==> config.mk <==
export PLATFORM = sky130hd
export DESIGN_NAME = rd_seq_ctrl
export DESIGN_NICKNAME = d
export VERILOG_FILES = /design/src/rtl/rd_seq_ctrl_pkg.sv /design/src/rtl/rd_seq_ctrl_fifo2_sync.sv /design/src/rtl/rd_seq_ctrl.sv
export SDC_FILE = /design/constraint.sdc
export NUM_CORES = 1
export LEC_CHECK = 0
export BUFFER_PORTS_ARGS = -buffer_cell sky130_fd_sc_hd__buf_2
export CORE_MARGIN = 3
export CORE_UTILIZATION = 40
export CTS_BUF_LIST = sky130_fd_sc_hd__clkbuf_4
export DETAILED_ROUTE_END_ITERATION = 16
export SETUP_SLACK_MARGIN = 0.4
export SLEW_MARGIN = 10
export SYNTH_ARGS = -nofsm -noshare
export SYNTH_HDL_FRONTEND = slang
export SYNTH_SLANG_ARGS = --single-unit
==> constraint.sdc <==
create_clock -name clk -period 7.4 [get_ports clk]
set_input_delay 1.11 -clock clk [delete_from_list [all_inputs] [get_ports clk]]
set_output_delay 1.11 -clock clk [all_outputs]
set_load 0.01 [all_outputs]
==> src/rtl/rd_seq_ctrl_pkg.sv <==
// Shared definitions for the read-sequencing controller: default widths,
// FSM state encoding and the read-issue admission rule.
package rd_seq_ctrl_pkg;

   localparam int unsigned CNT_WIDTH_DEF  = 7;
   localparam int unsigned DATA_WIDTH_DEF = 32;
   localparam int unsigned FIFO_DEPTH     = 2;

   typedef enum logic [1:0] {
      ST_IDLE  = 2'd0,
      ST_RUN   = 2'd1,
      ST_DRAIN = 2'd2,
      ST_DONE  = 2'd3
   } state_e;

   // A new read may be issued only if the word it returns is guaranteed a
   // FIFO slot: stored words plus the word in flight, less any word leaving
   // this cycle, must leave room for one more.
   function automatic logic issue_allowed(input logic [1:0] count,
                                          input logic       inflight,
                                          input logic       pop);
      logic [2:0] load;
      load = {1'b0, count} + {2'b00, inflight} - {2'b00, pop};
      return (load < 3'(FIFO_DEPTH));
   endfunction

endpackage

==> src/rtl/rd_seq_ctrl_fifo2_sync.sv <==
// Two-entry synchronous FIFO. Push and pop may coincide at any occupancy;
// a push into a full FIFO only lands when the same cycle also pops.
module fifo2_sync #(
   parameter int unsigned DATA_WIDTH = 32
) (
   input  logic                  clk,
   input  logic                  rst_n,
   input  logic                  push_i,
   input  logic [DATA_WIDTH-1:0] push_data_i,
   input  logic                  pop_i,
   output logic                  full_o,
   output logic                  empty_o,
   output logic [1:0]            count_o,
   output logic [DATA_WIDTH-1:0] head_o
);

   logic [DATA_WIDTH-1:0] mem_q [2];
   logic                  rd_ptr_q;
   logic                  wr_ptr_q;
   logic [1:0]            count_q;
   logic                  do_pop_s;
   logic                  do_push_s;

   assign do_pop_s  = pop_i & (count_q != 2'd0);
   assign do_push_s = push_i & ((count_q != 2'd2) | do_pop_s);

   // Storage, pointers and occupancy; storage is cleared so the head reads 0 after reset.
   always_ff @(posedge clk or negedge rst_n) begin
      if (!rst_n) begin
         mem_q[0] <= {DATA_WIDTH{1'b0}};
         mem_q[1] <= {DATA_WIDTH{1'b0}};
         rd_ptr_q <= 1'b0;
         wr_ptr_q <= 1'b0;
         count_q  <= 2'd0;
      end else begin
         if (do_push_s) begin
            mem_q[wr_ptr_q] <= push_data_i;
            wr_ptr_q        <= ~wr_ptr_q;
         end
         if (do_pop_s) begin
            rd_ptr_q <= ~rd_ptr_q;
         end
         count_q <= count_q + {1'b0, do_push_s} - {1'b0, do_pop_s};
      end
   end

   assign full_o  = (count_q == 2'd2);
   assign empty_o = (count_q == 2'd0);
   assign count_o = count_q;
   assign head_o  = mem_q[rd_ptr_q];

endmodule

==> src/rtl/rd_seq_ctrl.sv <==
// Read-sequencing controller: walks addresses 0..len-1 of a memory using an
// external address counter, buffers returned words in a 2-entry FIFO and
// streams them out over valid/ready, with backpressure throttling reads.
module rd_seq_ctrl
   import rd_seq_ctrl_pkg::*;
#(
   parameter int unsigned CNT_WIDTH  = CNT_WIDTH_DEF,
   parameter int unsigned DATA_WIDTH = DATA_WIDTH_DEF
) (
   input  logic                  clk,
   input  logic                  rst_n,
   input  logic                  start_i,
   input  logic [CNT_WIDTH-1:0]  len_i,
   input  logic [CNT_WIDTH-1:0]  cnt_i,
   output logic                  en_o,
   output logic                  cnt_clr_o,
   output logic                  rd_en_o,
   output logic [CNT_WIDTH-1:0]  rd_addr_o,
   input  logic [DATA_WIDTH-1:0] rd_data_i,
   output logic                  out_valid_o,
   output logic [DATA_WIDTH-1:0] out_data_o,
   input  logic                  out_ready_i,
   output logic                  busy_o,
   output logic                  done_o
);

   state_e                state_q, state_d;
   logic [CNT_WIDTH-1:0]  len_q, len_d;
   logic                  inflight_q, inflight_d;
   logic                  issue_s;
   logic                  issue_ok_s;
   logic [CNT_WIDTH-1:0]  rd_addr_s;
   logic                  pop_s;
   logic                  fifo_full_s;
   logic                  fifo_empty_s;
   logic [1:0]            fifo_count_s;
   logic [CNT_WIDTH-1:0]  last_addr_s;

   assign pop_s       = ~fifo_empty_s & out_ready_i;
   assign last_addr_s = len_q - {{(CNT_WIDTH-1){1'b0}}, 1'b1};
   assign issue_ok_s  = issue_allowed(fifo_count_s, inflight_q, pop_s)
                        & ~(fifo_full_s & ~pop_s);

   // State, latched job length and the one-deep in-flight read marker.
   always_ff @(posedge clk or negedge rst_n) begin
      if (!rst_n) begin
         state_q    <= ST_IDLE;
         len_q      <= {CNT_WIDTH{1'b0}};
         inflight_q <= 1'b0;
      end else begin
         state_q    <= state_d;
         len_q      <= len_d;
         inflight_q <= inflight_d;
      end
   end

   // Next-state and read-issue decisions.
   always_comb begin
      state_d   = state_q;
      len_d     = len_q;
      issue_s   = 1'b0;
      rd_addr_s = {CNT_WIDTH{1'b0}};
      case (state_q)
         ST_IDLE: begin
            if (start_i) begin
               if (len_i != {CNT_WIDTH{1'b0}}) begin
                  len_d   = len_i;
                  state_d = ST_RUN;
               end else begin
                  state_d = ST_DONE;
               end
            end else begin
               state_d = ST_IDLE;
            end
         end
         ST_RUN: begin
            if (issue_ok_s) begin
               issue_s   = 1'b1;
               rd_addr_s = cnt_i;
               if (cnt_i == last_addr_s) begin
                  state_d = ST_DRAIN;
               end else begin
                  state_d = ST_RUN;
               end
            end else begin
               state_d = ST_RUN;
            end
         end
         ST_DRAIN: begin
            // Leave once the FIFO will be empty after this cycle's pop.
            if (!inflight_q && (fifo_empty_s || ((fifo_count_s == 2'd1) && pop_s))) begin
               state_d = ST_DONE;
            end else begin
               state_d = ST_DRAIN;
            end
         end
         ST_DONE: begin
            state_d = ST_IDLE;
         end
         default: begin
            state_d = ST_IDLE;
         end
      endcase
   end

   assign inflight_d = issue_s;

   fifo2_sync #(
      .DATA_WIDTH (DATA_WIDTH)
   ) u_fifo (
      .clk         (clk),
      .rst_n       (rst_n),
      .push_i      (inflight_q),
      .push_data_i (rd_data_i),
      .pop_i       (pop_s),
      .full_o      (fifo_full_s),
      .empty_o     (fifo_empty_s),
      .count_o     (fifo_count_s),
      .head_o      (out_data_o)
   );

   assign rd_en_o     = issue_s;
   assign en_o        = issue_s;
   assign rd_addr_o   = rd_addr_s;
   assign out_valid_o = ~fifo_empty_s;
   assign busy_o      = (state_q == ST_RUN) | (state_q == ST_DRAIN);
   assign done_o      = (state_q == ST_DONE);
   assign cnt_clr_o   = (state_q == ST_DONE);

endmodule

After elaboration in Yosys (flattened, before gate mapping)
Cells that the tools add are included.
W data, S select, Z words.
- output and inout port bits: 45
- memory bits (read-only): 0
- bits in latches: 0
- memories kept: 0
- register bits after elaboration: 78
- bits of input ports: 50
- bits in writable memories: 0
- logic and storage cells: 64
- mux-type cells: 16
- equality and inequality tests: 7
- multipliers: 0
- bitwise operators: 14
- reductions and logical operators: 10
- shift operators: 0
- magnitude comparators: 4
- $add $sub $neg: 5
- divide/modulo/power cells: 0
- operator list (kind ; count):
    $mux W32 ; 4
    $bwmux W64 ; 1
    $demux W32 S1 ; 1
    $mux W7 ; 2
    $mux W2 ; 4
    $pmux W2 S4 ; 1
    $eq A7 B7 Y1 ; 1
    $reduce_bool A7 Y1 ; 1
    $sub A7 B1 Y7 const B ; 1
    $eq A2 B2 Y1 const B ; 3
    $and A1 B1 Y1 ; 5
    $not A1 Y1 ; 5
    $eq A2 B1 Y1 const B ; 2
    $ge A2 B2 Y1 const B ; 2
    $logic_not A2 Y1 ; 2
    $not A1 Y2 ; 2
    $add A2 B1 Y3 ; 1
    $logic_and A1 B1 Y1 ; 3
    $lt A3 B2 Y1 const B ; 1
    $mux W1 ; 3
    $reduce_and A3 Y1 ; 1
    $sub A3 B1 Y3 ; 1
    $add A2 B1 Y2 ; 1
    $lt A2 B1 Y1 const B ; 1
    6 further kinds ; 7

Longest topological paths before layout
Gate-level depths: netlist of the first run.
- word-level depth: 9
- mapped depth: 12

Modules after synthesis
Synthesis of the first run repeated with hierarchy kept, for this count alone.
- cells, all modules: 279
- area total of the unflattened synthesis: 4070.2 µm²
- by module, submodules not included (module ; sequential area each (µm²) ; cells an instance ; instances ; area each (µm²)):
    fifo2_sync ; 1701.6 ; 195 ; 1 ; 3230.6
    rd_seq_ctrl ; 250.2 ; 84 ; 1 ; 839.6

Worst setup path after synthesis of the first run
OpenSTA, ideal clock, no wires.
- kind: input-to-output
- start point: input out_ready_i
- end point: output rd_addr_o[0]
- data required time: 6290 ps
- setup slack: 3486 ps
- data arrival time: 2804 ps
- path buffers: 0
- cell stages on the path: 8
- cell sequence: and2_1 ha_1 inv_1 nand2_1 fa_1 o21ai_0 nor2_1 and2_1
- cells in the longest elaborated chain, start to end: 7
- elaborated cells on any way between the ends: 9
- classes of those cells: add/sub (1); order compare (1); mux (2); bitwise (5)
- RTL lines (element ; RTL line ; source):
    start, declared ; rd_seq_ctrl.sv:22 ; input logic out_ready_i,
    $and A1 B1 Y1 * ; rd_seq_ctrl.sv:39 ; assign pop_s = ~fifo_empty_s & out_ready_i;
    parallel branches: the longest is 3 deep, another holds $sub A3 B1 Y3 ; -- ;
    $and A1 B1 Y1 * ; rd_seq_ctrl.sv:42 ; & ~(fifo_full_s & ~pop_s);
    $mux W7 * ; rd_seq_ctrl.sv:77 ; if (issue_ok_s) begin
    $mux W7 * ; rd_seq_ctrl.sv:63 ; case (state_q)
    end, declared ; rd_seq_ctrl.sv:18 ; output logic [CNT_WIDTH-1:0] rd_addr_o,
Every way passes the cells marked *.

Worst setup path in the final report of the first run
Same ends and word-level chain as after synthesis.

==> results.json, run 1 <==
{
  "fin_worst_skew_ns": 0.0146,
  "worstSetupPathType": "in -> out",
  "core-area_um2": 8890,
  "hold_viol_final": 0,
  "total_power_uw": 1890,
  "syn-cell-area_um2": 3720,
  "cts_setup_buffers": 0,
  "drtIter0Drc": 45,
  "wl_per_cell_um": 15.0,
  "clock_latency_ns": 0.40,
  "cts_hold_buf": 0,
  "seqPwrFrac_pct": 40.0,
  "drt-vias-per-instance": 4.97,
  "dieHeight_um": 102,
  "status": "finished clean",
  "cts_resized": 0,
  "start_kind": "primary input",
  "ys_types": 33,
  "cts_max_level": 3,
  "powerDensity_nw_per_um2": 427,
  "finalCritPeriodShare_pct": 58.6,
  "rows": 34,
  "grt_pass1_vias": 2552,
  "slew_headroom_pct": 33.8,
  "layout.nets": 425,
  "power_switching_uw": 660,
  "maxCapViolations": 0,
  "yosysWarnings": 0,
  "synth_area_leaders": "dfrtp_1 (52%), mux2_2 (29%), ha_1 (2.7%), xnor2_1 (2.1%), mux2_1 (1.2%)",
  "crit_path_end_kind": "output port",
  "avgSynthCellArea_um2": 13.7,
  "grt_overflow": 0,
  "ios": 95,
  "syn2layout_area_growth_pct": 18.9,
  "switching_share_pct": 34.9,
  "synth_nets": 331,
  "slew_viol_final": 0,
  "grt_pass1_wl_mm": 12.0,
  "seqCellArea_um2": 1950,
  "fmax_mhz": 231,
  "hold_class": "reg -> reg",
  "cts_tree": "built",
  "crit_required_ns": 6.29,
  "combPwrFrac_pct": 46.5,
  "place.gp.congestion": 0.765,
  "nFillCells": 823,
  "initial_core_util_pct": 41.8,
  "grt_start_max_net_pins": 79,
  "antennaDiodeCount": 0,
  "hpwl_mm": 4.99,
  "grt_setup_unrepaired": "false",
  "dieWidth_um": 102,
  "via_count": 2379,
  "drive_above_1_share_pct": 57.1,
  "synth_top_area_share_pct": 52.5,
  "tns_ns": 0,
  "arrival_ns": 3.22,
  "port_buffers": 94,
  "cts.sinks": 78,
  "clkTransAtPathRegs_ns": 0.12,
  "cp_max_fo": 9,
  "synth-seq-cells": 78,
  "power_leakage_uw": 0.00207,
  "drcViolationCount": 0,
  "syn_inst": 272,
  "worst_pin_slew_ns": 0.993,
  "clkPwrFrac_pct": 13.5,
  "clk_path_buf_depth": 2,
  "finalSetupViolCount": 0,
  "p_int_uw": 1230,
  "synth_area_leader_cell": "dfrtp_1",
  "cts_made_buffers": 9,
  "layout_common_cells": "mux2_2 (96), buf_2 (93), dfrtp_1 (78)",
  "antenna_found_initial": 0,
  "grt_usage_pct": 14.8,
  "clock-root-buffer": "clkbuf_4",
  "peakVddDrop_v": 0.000172,
  "final_common_cell": "mux2_2",
  "die-area_um2": 10500,
  "first_pass_iters": 4,
  "seq_area_frac_synth_pct": 52.5,
  "wl_mm": 7.20,
  "fin_crit_ns": 4.33,
  "multi_input_area_um2": 1670,
  "ant_nets": 0
}
[final timing paths]
path	startpoint	slack, ns	cells past startpoint	to
setup / recovery	out_ready_i	3.07	10	rd_addr_o[0]
hold / removal	u_fifo.mem_q[41]$_DFFE_PN0P_	0.50	1	u_fifo.mem_q[41]$_DFFE_PN0P_
setup reg to reg	u_fifo.count_o[1]$_DFF_PN0_	4.35	11	state_q[1]$_DFF_PN0_
hold reg to reg	u_fifo.mem_q[41]$_DFFE_PN0P_	0.50	1	u_fifo.mem_q[41]$_DFFE_PN0P_
max in group asynchronous	rst_n	5.90	1	u_fifo.mem_q[26]$_DFFE_PN0P_
min in group asynchronous	rst_n	0.84	1	u_fifo.mem_q[35]$_DFFE_PN0P_
[layer usage]
metal  global-route usage [%]  wire length, um  vias to the layer above  share of wire, %
met1                     19.5             3380                     1157                47
met4                     5.45               89                        0               1.2
met5                        0                0                        -                 0
li1                         -                -                     1147                 -
met3                     2.94              384                        8               5.3
met2                     24.1             3350                       67                47
[metrics by stage]
step / setup slack, ns / hold WS [ns] / utilization, % / area, um^2 / cells
after floorplan: 3.49 / 0.454 / - / 3720 / 272
after global placement: 3.17 / 0.465 / 48.2 / 4290 / 463
after detailed placement: 3.08 / 0.473 / 48.2 / 4290 / 463
after CTS: 3.07 / 0.504 / 49.7 / 4420 / 479
after global routing: 2.88 / 0.530 / 49.7 / 4420 / 479
final: 3.07 / 0.497 / 49.7 / 4420 / 479
[cell usage after synthesis]
library cell,instances
xor2_1,5
nor3_1,2
buf_2,6
buf_4,2
a32oi_1,1
o211a_1,1
o31ai_2,1
clkbuf_1,5
ha_1,8
or4_1,2
o211ai_1,1
nor4_1,1
nor3_2,1
fa_1,1
xnor2_1,9
a31oi_1,1
nor2b_1,3
inv_1,11
o31a_1,1
maj3_1,1
nor4b_1,1
dfrtp_1,78
o21ai_0,4
mux2_1,4
a21oi_1,2
and3_1,1
and2_1,7
mux2_2,96
nand2_1,8
nor2_4,1
a2111o_1,1
o41ai_1,1
nor2_1,5
[power by group through the flow]
stage / clock network, uW / registers [uW] / logic (uW)
finish: 255 / 756 / 878
global route: 288 / 787 / 975
CTS: 269 / 759 / 897
detailed placement: 0 / 770 / 891
global placement: 0 / 759 / 879
floorplan: 0 / 727 / 650
[sequential cells by signal (all words and copies together), names as in the netlist]
signal / cells
inflight_q: 1
len_q: 7
state_q: 2
u_fifo.count_o: 2
u_fifo.mem_q: 64
u_fifo.rd_ptr_q: 1
u_fifo.wr_ptr_q: 1
[logic make-up after synthesis]
family | count (synthesis) | synth area share [%]
XOR/XNOR | 14 | 3.30
AO/OA/AOI/OAI | 14 | 2.79
multiplexers | 100 | 30.3
adder cells (fa/ha/maj) | 10 | 3.50
AND/OR/NAND/NOR | 32 | 4.81
buffers and inverters | 24 | 2.83
flip-flops | 78 | 52.5
[layout make-up]
class	count	share of cell area, %
Inverter	11	0.934
Tap cell	108	3.06
Sequential cell	78	44.1
Clock buffer	10	1.70
Clock inverter	6	1.39
Multi-Input combinational cell	170	37.7
Timing Repair Buffer	96	11.0
[worst max-delay path, cell delays in order]
cell	delay, ns
buf_2	0.12
and2_1	0.16
ha_1	0.27
inv_1	0.07
nand2_1	0.07
fa_1	0.49
o21ai_0	0.15
nor2_1	0.45
and2_1	0.20
buf_2	0.12
(Power assumes the default switching activity.)
==> run 2, diff against run 1 <==
==> constraint.sdc (replaced) <==
create_clock -name clk -period 4.2 [get_ports clk]
set_input_delay 0.63 -clock clk [delete_from_list [all_inputs] [get_ports clk]]
set_output_delay 0.63 -clock clk [all_outputs]
set_load 0.01 [all_outputs]
==> results.json, run 2 (synthesized netlist as in run 1, its figures left out) <==
{
  "powerDensity_nw_per_um2": 740,
  "first_pass_iters": 4,
  "clk_path_buf_depth": 2,
  "r2r_setup_slack_ns": 1.28,
  "multi_input_area_um2": 1670,
  "status": "finished clean",
  "regMostFlops": "u_fifo.mem_q",
  "via_count": 2393,
  "drive_above_1_share_pct": 56.5,
  "drt-vias-per-instance": 5.01,
  "fin_area_um2": 4390,
  "clock-root-buffer": "clkbuf_4",
  "worst_pin_slew_ns": 1.02,
  "top_regs": "u_fifo.mem_q x64, len_q x7",
  "fmax_mhz": 289,
  "seqPwrFrac_pct": 41.2,
  "start_kind": "flop",
  "place_inst": 463,
  "initial_core_util_pct": 41.8,
  "finalCritPeriodShare_pct": 82.5,
  "drtIter0Drc": 39,
  "maxCapViolations": 0,
  "wl_per_cell_um": 15.2,
  "die-area_um2": 10500,
  "slowest_stage": "dfrtp_1",
  "fin_worst_skew_ns": 0.0211,
  "clock_latency_ns": 0.41,
  "syn2layout_area_growth_pct": 17.9,
  "fin_crit_ns": 3.46,
  "path_buf_inv": 3,
  "worstSetupPathType": "reg -> out",
  "switching_share_pct": 35.6,
  "dieWidth_um": 102,
  "hold_class": "in -> async",
  "path_depth": 12,
  "grt_overflow": 0,
  "cts_max_level": 3,
  "clkTransAtPathRegs_ns": 0.12,
  "grt_start_max_net_pins": 79,
  "combPwrFrac_pct": 47.7,
  "final_common_cell": "mux2_2",
  "p_int_uw": 2090,
  "cp_cell_sequence": "inv_1, nand2_1, and2_1, ha_1, inv_1, nand2_1, fa_1, o211a_1, o21ai_1, nor2_2, and2_1, buf_2",
  "finalSetupViolCount": 0,
  "critPathTopFamily": "adder cells",
  "ant_nets": 0,
  "cp_max_fo": 9,
  "grt_setup_unrepaired": "false",
  "r2r_start": "u_fifo.count_o[1]$_DFF_PN0_",
  "cts_hold_buf": 0,
  "peakVddDrop_v": 0.000284,
  "place_area_um2": 4290,
  "power_leakage_uw": 0.00205,
  "largest_reg_flops": 64,
  "slew_viol_final": 0,
  "grt_pass1_vias": 2490,
  "slew_headroom_pct": 31.9,
  "cts_tree": "built",
  "cts.sinks": 78,
  "place.gp.congestion": 0.768,
  "total_power_uw": 3250,
  "fin_cells": 478,
  "critPathMaxStageDelay_ns": 0.48,
  "antennaDiodeCount": 0,
  "grt_pass1_wl_mm": 11.8,
  "cts_made_buffers": 9,
  "arrival_ns": 2.83,
  "antenna_found_initial": 0,
  "crit_path_end_kind": "output port",
  "ios": 95,
  "wl_mm": 7.26,
  "drcViolationCount": 0,
  "dieHeight_um": 102,
  "crit_required_ns": 3.57,
  "critPathLaunch": "u_fifo.count_o[1]$_DFF_PN0_",
  "layout_common_cells": "mux2_2 (96), buf_2 (93), dfrtp_1 (78)",
  "seqCellArea_um2": 1950,
  "port_buffers": 94,
  "layout.nets": 425,
  "grt_usage_pct": 14.5,
  "core-area_um2": 8890,
  "hold_viol_final": 0,
  "clkPwrFrac_pct": 11.1,
  "reg2reg_to": "state_q[1]$_DFF_PN0_",
  "endpoint": "rd_addr_o[1]",
  "nFillCells": 832,
  "power_switching_uw": 1150,
  "reg2reg_depth": 11,
  "tns_ns": 0,
  "hpwl_mm": 5.01,
  "rows": 34
}
==> run 2: cell count changes in the layout (fill, tap and decap cells not counted) <==
cell / before / now
clkinv_4: 0 / 1
nor2_1: 5 / 4
nor2_2: 0 / 1
bufinv_16: 1 / 0
clkinv_2: 3 / 2
o21ai_1: 0 / 1
clkinv_1: 0 / 3
o21ai_0: 4 / 3
clkinvlp_4: 1 / 0
clkbuf_4: 10 / 9
inv_6: 1 / 0
==> run 2: area by class of cell <==
| class | count | area share, % |
|---|---|---|
| inverter | 11 | 0.942 |
| clock inverter | 6 | 0.685 |
| tap | 108 | 3.08 |
| timing repair buffer | 96 | 11.1 |
| multi-input combinational | 170 | 38.1 |
| sequential | 78 | 44.5 |
| clock buffer | 9 | 1.54 |
==> run 2: worst min path at each step <==
stage                                 start                            to  slack [ns]  cells after the start
2_1_floorplan                         rst_n          inflight_q$_DFF_PN0_        0.33                      0
3_3_place_gp   u_fifo.mem_q[37]$_DFFE_PN0P_  u_fifo.mem_q[37]$_DFFE_PN0P_        0.46                      1
3_5_place_dp   u_fifo.mem_q[46]$_DFFE_PN0P_  u_fifo.mem_q[46]$_DFFE_PN0P_        0.47                      1
4_1_cts                               rst_n  u_fifo.mem_q[35]$_DFFE_PN0P_        0.40                      1
5_1_grt                               rst_n  u_fifo.mem_q[35]$_DFFE_PN0P_        0.42                      1
6_report                              rst_n  u_fifo.mem_q[35]$_DFFE_PN0P_        0.35                      1
==> run 2: stage by stage <==
| step | setup WS [ns] | hold slack [ns] | util [%] |
|---|---|---|---|
| 5_1_grt | 0.455 | 0.416 | 49.3 |
| 6_report | 0.736 | 0.346 | 49.3 |
| 4_1_cts | 0.514 | 0.398 | 49.3 |
| 2_1_floorplan | 1.21 | 0.334 | - |
| 3_3_place_gp | 0.922 | 0.465 | 48.2 |
| 3_5_place_dp | 0.868 | 0.474 | 48.2 |
==> run 2: routing by layer <==
metal  share of wire, %  global-route usage, %
met1                 46                   19.0
met5                  0                      0
met3                5.9                   3.07
met2                 47                   23.6
met4                1.0                   5.45
==> run 2: power by group through the flow <==
stage	clock (uW)	sequential (uW)	combinational, uW
after floorplan	0	1280	1140
after global placement	0	1340	1550
after detailed placement	0	1360	1570
after CTS	378	1340	1580
after global routing	413	1390	1720
final	359	1340	1550
==> run 2: what timing repair did <==
action / 4_1_cts / 5_1_grt
setup endpoints to repair: 0 / 8
setup buffers: 0 / 0
gates resized for setup: 0 / 2
==> run 3, diff against run 2 <==
--- a/config.mk
+++ b/config.mk
@@ -5,6 +5,7 @@
 export SDC_FILE = /design/constraint.sdc
 export NUM_CORES = 1
 export LEC_CHECK = 0
+export ABC_AREA = 1
 export BUFFER_PORTS_ARGS = -buffer_cell sky130_fd_sc_hd__buf_2
 export CORE_MARGIN = 3
 export CORE_UTILIZATION = 40
==> constraint.sdc (replaced) <==
create_clock -name clk -period 2.8 [get_ports clk]
set_input_delay 0.42 -clock clk [delete_from_list [all_inputs] [get_ports clk]]
set_output_delay 0.42 -clock clk [all_outputs]
set_load 0.01 [all_outputs]
==> results.json, run 3 <==
{
  "wl_mm": 8.89,
  "worstSetupPathType": "reg -> out",
  "powerDensity_nw_per_um2": 1090,
  "largest_reg_flops": 64,
  "place_inst": 706,
  "ios": 95,
  "reg2reg_depth": 18,
  "die-area_um2": 11000,
  "layout.nets": 668,
  "p_int_uw": 3070,
  "total_power_uw": 5250,
  "syn_inst": 500,
  "cts_made_buffers": 9,
  "switching_share_pct": 41.6,
  "fin_crit_ns": 2.98,
  "drt-vias-per-instance": 4.50,
  "core-area_um2": 9370,
  "finalCritPeriodShare_pct": 106,
  "drive_above_1_share_pct": 29.3,
  "crit_path_end_kind": "output port",
  "place.gp.congestion": 0.817,
  "slew_headroom_pct": 33.5,
  "status": "finished with violations",
  "fin_worst_skew_ns": 0.0183,
  "drcViolationCount": 0,
  "synth-edff-count": 0,
  "layout_common_cells": "nand2_1 (203), buf_2 (90), dfrtp_1 (77)",
  "cts.sinks": 78,
  "violations": "negative setup slack",
  "r2r_setup_slack_ns": 0.30,
  "top_regs": "u_fifo.mem_q x64, len_q x7",
  "clkPwrFrac_pct": 12.7,
  "grt_pass1_vias": 3230,
  "grt_overflow": 0,
  "rows": 35,
  "synth-seq-cells": 78,
  "synth_most_common_cell": "nand2_1",
  "syn-cell-area_um2": 3920,
  "wl_per_cell_um": 12.0,
  "cts_max_level": 3,
  "reg2reg_to": "state_q[0]$_DFF_PN0_",
  "grt_start_max_net_pins": 79,
  "hpwl_mm": 5.69,
  "slew_viol_final": 0,
  "worst_pin_slew_ns": 0.997,
  "antenna_found_initial": 0,
  "finalSetupViolCount": 10,
  "crit_required_ns": 2.38,
  "clkTransAtPathRegs_ns": 0.13,
  "final_common_cell": "nand2_1",
  "utilization_pct": 51.5,
  "async_flop_share_pct": 100,
  "clk_path_buf_depth": 2,
  "dieHeight_um": 105,
  "peakVddDrop_v": 0.000497,
  "arrival_ns": 2.56,
  "synth_area_leaders": "dfrtp_1 (50%), nand2_1 (20%), inv_1 (6.2%), o21ai_0 (5.2%), o21ai_2 (4.0%)",
  "syn2layout_area_growth_pct": 23.1,
  "start_kind": "flop",
  "cts_tree": "built",
  "r2r_start": "u_fifo.count_o[1]$_DFF_PN0_",
  "seq_area_frac_synth_pct": 49.8,
  "grt_usage_pct": 16.6,
  "preCtsSetupSlack_ns": 0.161,
  "clock-root-buffer": "clkbuf_4",
  "fin_cells": 743,
  "hold_viol_final": 0,
  "yosysWarnings": 0,
  "antennaDiodeCount": 0,
  "drtIter0Drc": 217,
  "clock_latency_ns": 0.41,
  "first_pass_iters": 4,
  "power_switching_uw": 2190,
  "synth_area_leader_cell": "dfrtp_1",
  "synth_common_cells": "nand2_1 (208), dfrtp_1 (78), inv_1 (65)",
  "fin_ws_ns": -0.178,
  "regMostFlops": "u_fifo.mem_q",
  "power_leakage_uw": 0.00279,
  "avgSynthCellArea_um2": 7.84,
  "initial_core_util_pct": 41.8,
  "synth_nets": 559,
  "seqPwrFrac_pct": 37.0,
  "synth_top_area_share_pct": 49.8,
  "maxCapViolations": 0,
  "synthFlopType": "dfrtp_1",
  "fmax_mhz": 336,
  "ys_types": 28,
  "cp_max_fo": 2,
  "dieWidth_um": 105,
  "via_count": 3343,
  "whs_ns": 0.148,
  "combPwrFrac_pct": 50.3,
  "grt_pass1_wl_mm": 14.9,
  "hold_class": "in -> async",
  "port_buffers": 94,
  "grt_setup_unrepaired": "true",
  "ant_nets": 0
}
-- run 3: cell count changes after synthesis, moves of 6 or more --
cell | previous run | this run
nand2_1 | 8 | 208
mux2_2 | 96 | 0
inv_1 | 11 | 65
o21ai_0 | 4 | 41
o21ai_2 | 0 | 18
o21ai_1 | 0 | 16
nor2_1 | 5 | 17
and2_1 | 7 | 0
xnor2_1 | 9 | 2
buf_6 | 0 | 6
clkbuf_1 | 5 | 11
-- run 3: how the worst max path moves through the flow --
stage          cells after the start  slack, ns                   startpoint            to
6_report                          15      -0.18  u_fifo.count_o[1]$_DFF_PN0_   out_valid_o
5_1_grt                           13      -0.30  u_fifo.count_o[1]$_DFF_PN0_  rd_addr_o[2]
4_1_cts                           13      -0.16  u_fifo.count_o[1]$_DFF_PN0_  rd_addr_o[3]
3_5_place_dp                      14       0.16  u_fifo.count_o[1]$_DFF_PN0_  rd_addr_o[3]
3_3_place_gp                      13       0.24  u_fifo.count_o[1]$_DFF_PN0_  rd_addr_o[1]
2_1_floorplan                     13       0.33  u_fifo.count_o[1]$_DFF_PN0_       rd_en_o
-- run 3: per-layer routing --
metal / share of wire [%] / vias to the layer above / wire, um / global-route usage [%]
met3: 4.9 / 11 / 437 / 3.89
met4: 1.3 / 0 / 112 / 5.62
li1: - / 1737 / - / -
met2: 50 / 83 / 4450 / 28.0
met5: 0 / - / 0 / 0
met1: 44 / 1512 / 3890 / 20.8
-- run 3: power groups by stage --
stage | sequential (uW) | clock, uW | combinational (uW)
after floorplan | 1900 | 0 | 1610
after global placement | 1950 | 0 | 2240
after detailed placement | 1970 | 0 | 2280
after CTS | 1930 | 703 | 2590
after global routing | 2000 | 755 | 3000
final | 1940 | 668 | 2640
-- run 3: cells by family after synthesis --
group / share of synthesized area, %
and+or+nand+nor: 24.0
adders and majority gates: 3.07
buffers and inverters: 10.1
DFF: 49.8
AOI/OAI and AO/OA: 11.5
xor gates and xnor gates: 1.56
-- run 3: worst max-delay path, cell delays in order (launching register included) --
cell and delay (ns):
dfrtp_2 0.44, inv_2 0.07, nand2_2 0.06, buf_4 0.13, buf_4 0.12, buf_4 0.12
buf_4 0.13, buf_4 0.12, buf_4 0.12, buf_4 0.12, buf_4 0.12, buf_4 0.12
buf_4 0.12, buf_4 0.12, buf_4 0.12, buf_6 0.11
-- run 3: final cells by class --
type                    count  area (um^2)
clock inverters             6         60.1
fillers                   979         4550
inverters                  67          251
repair buffers            121          694
flip-flops and latches     78         1950
multi-input cells         332         1630
clock buffers              10         75.1
well taps                 129          161
-- run 3: metrics by stage --
step	instance area [um^2]	setup TNS, ns
global route	4820	-2.71
CTS	4790	-1.34
floorplan	3930	0
detailed placement	4460	0
finish	4820	-1.36
global placement	4460	0
-- run 3: timing repair --
action                                 in CTS  in global routing
hold buffers                                0                  0
setup endpoints to repair                  10                 12
endpoints found under the hold margin       0                  0
gates cloned                                0                  0
resized for setup                          10                  9
setup buffers                              20                  1
pin swaps                                   9                  9
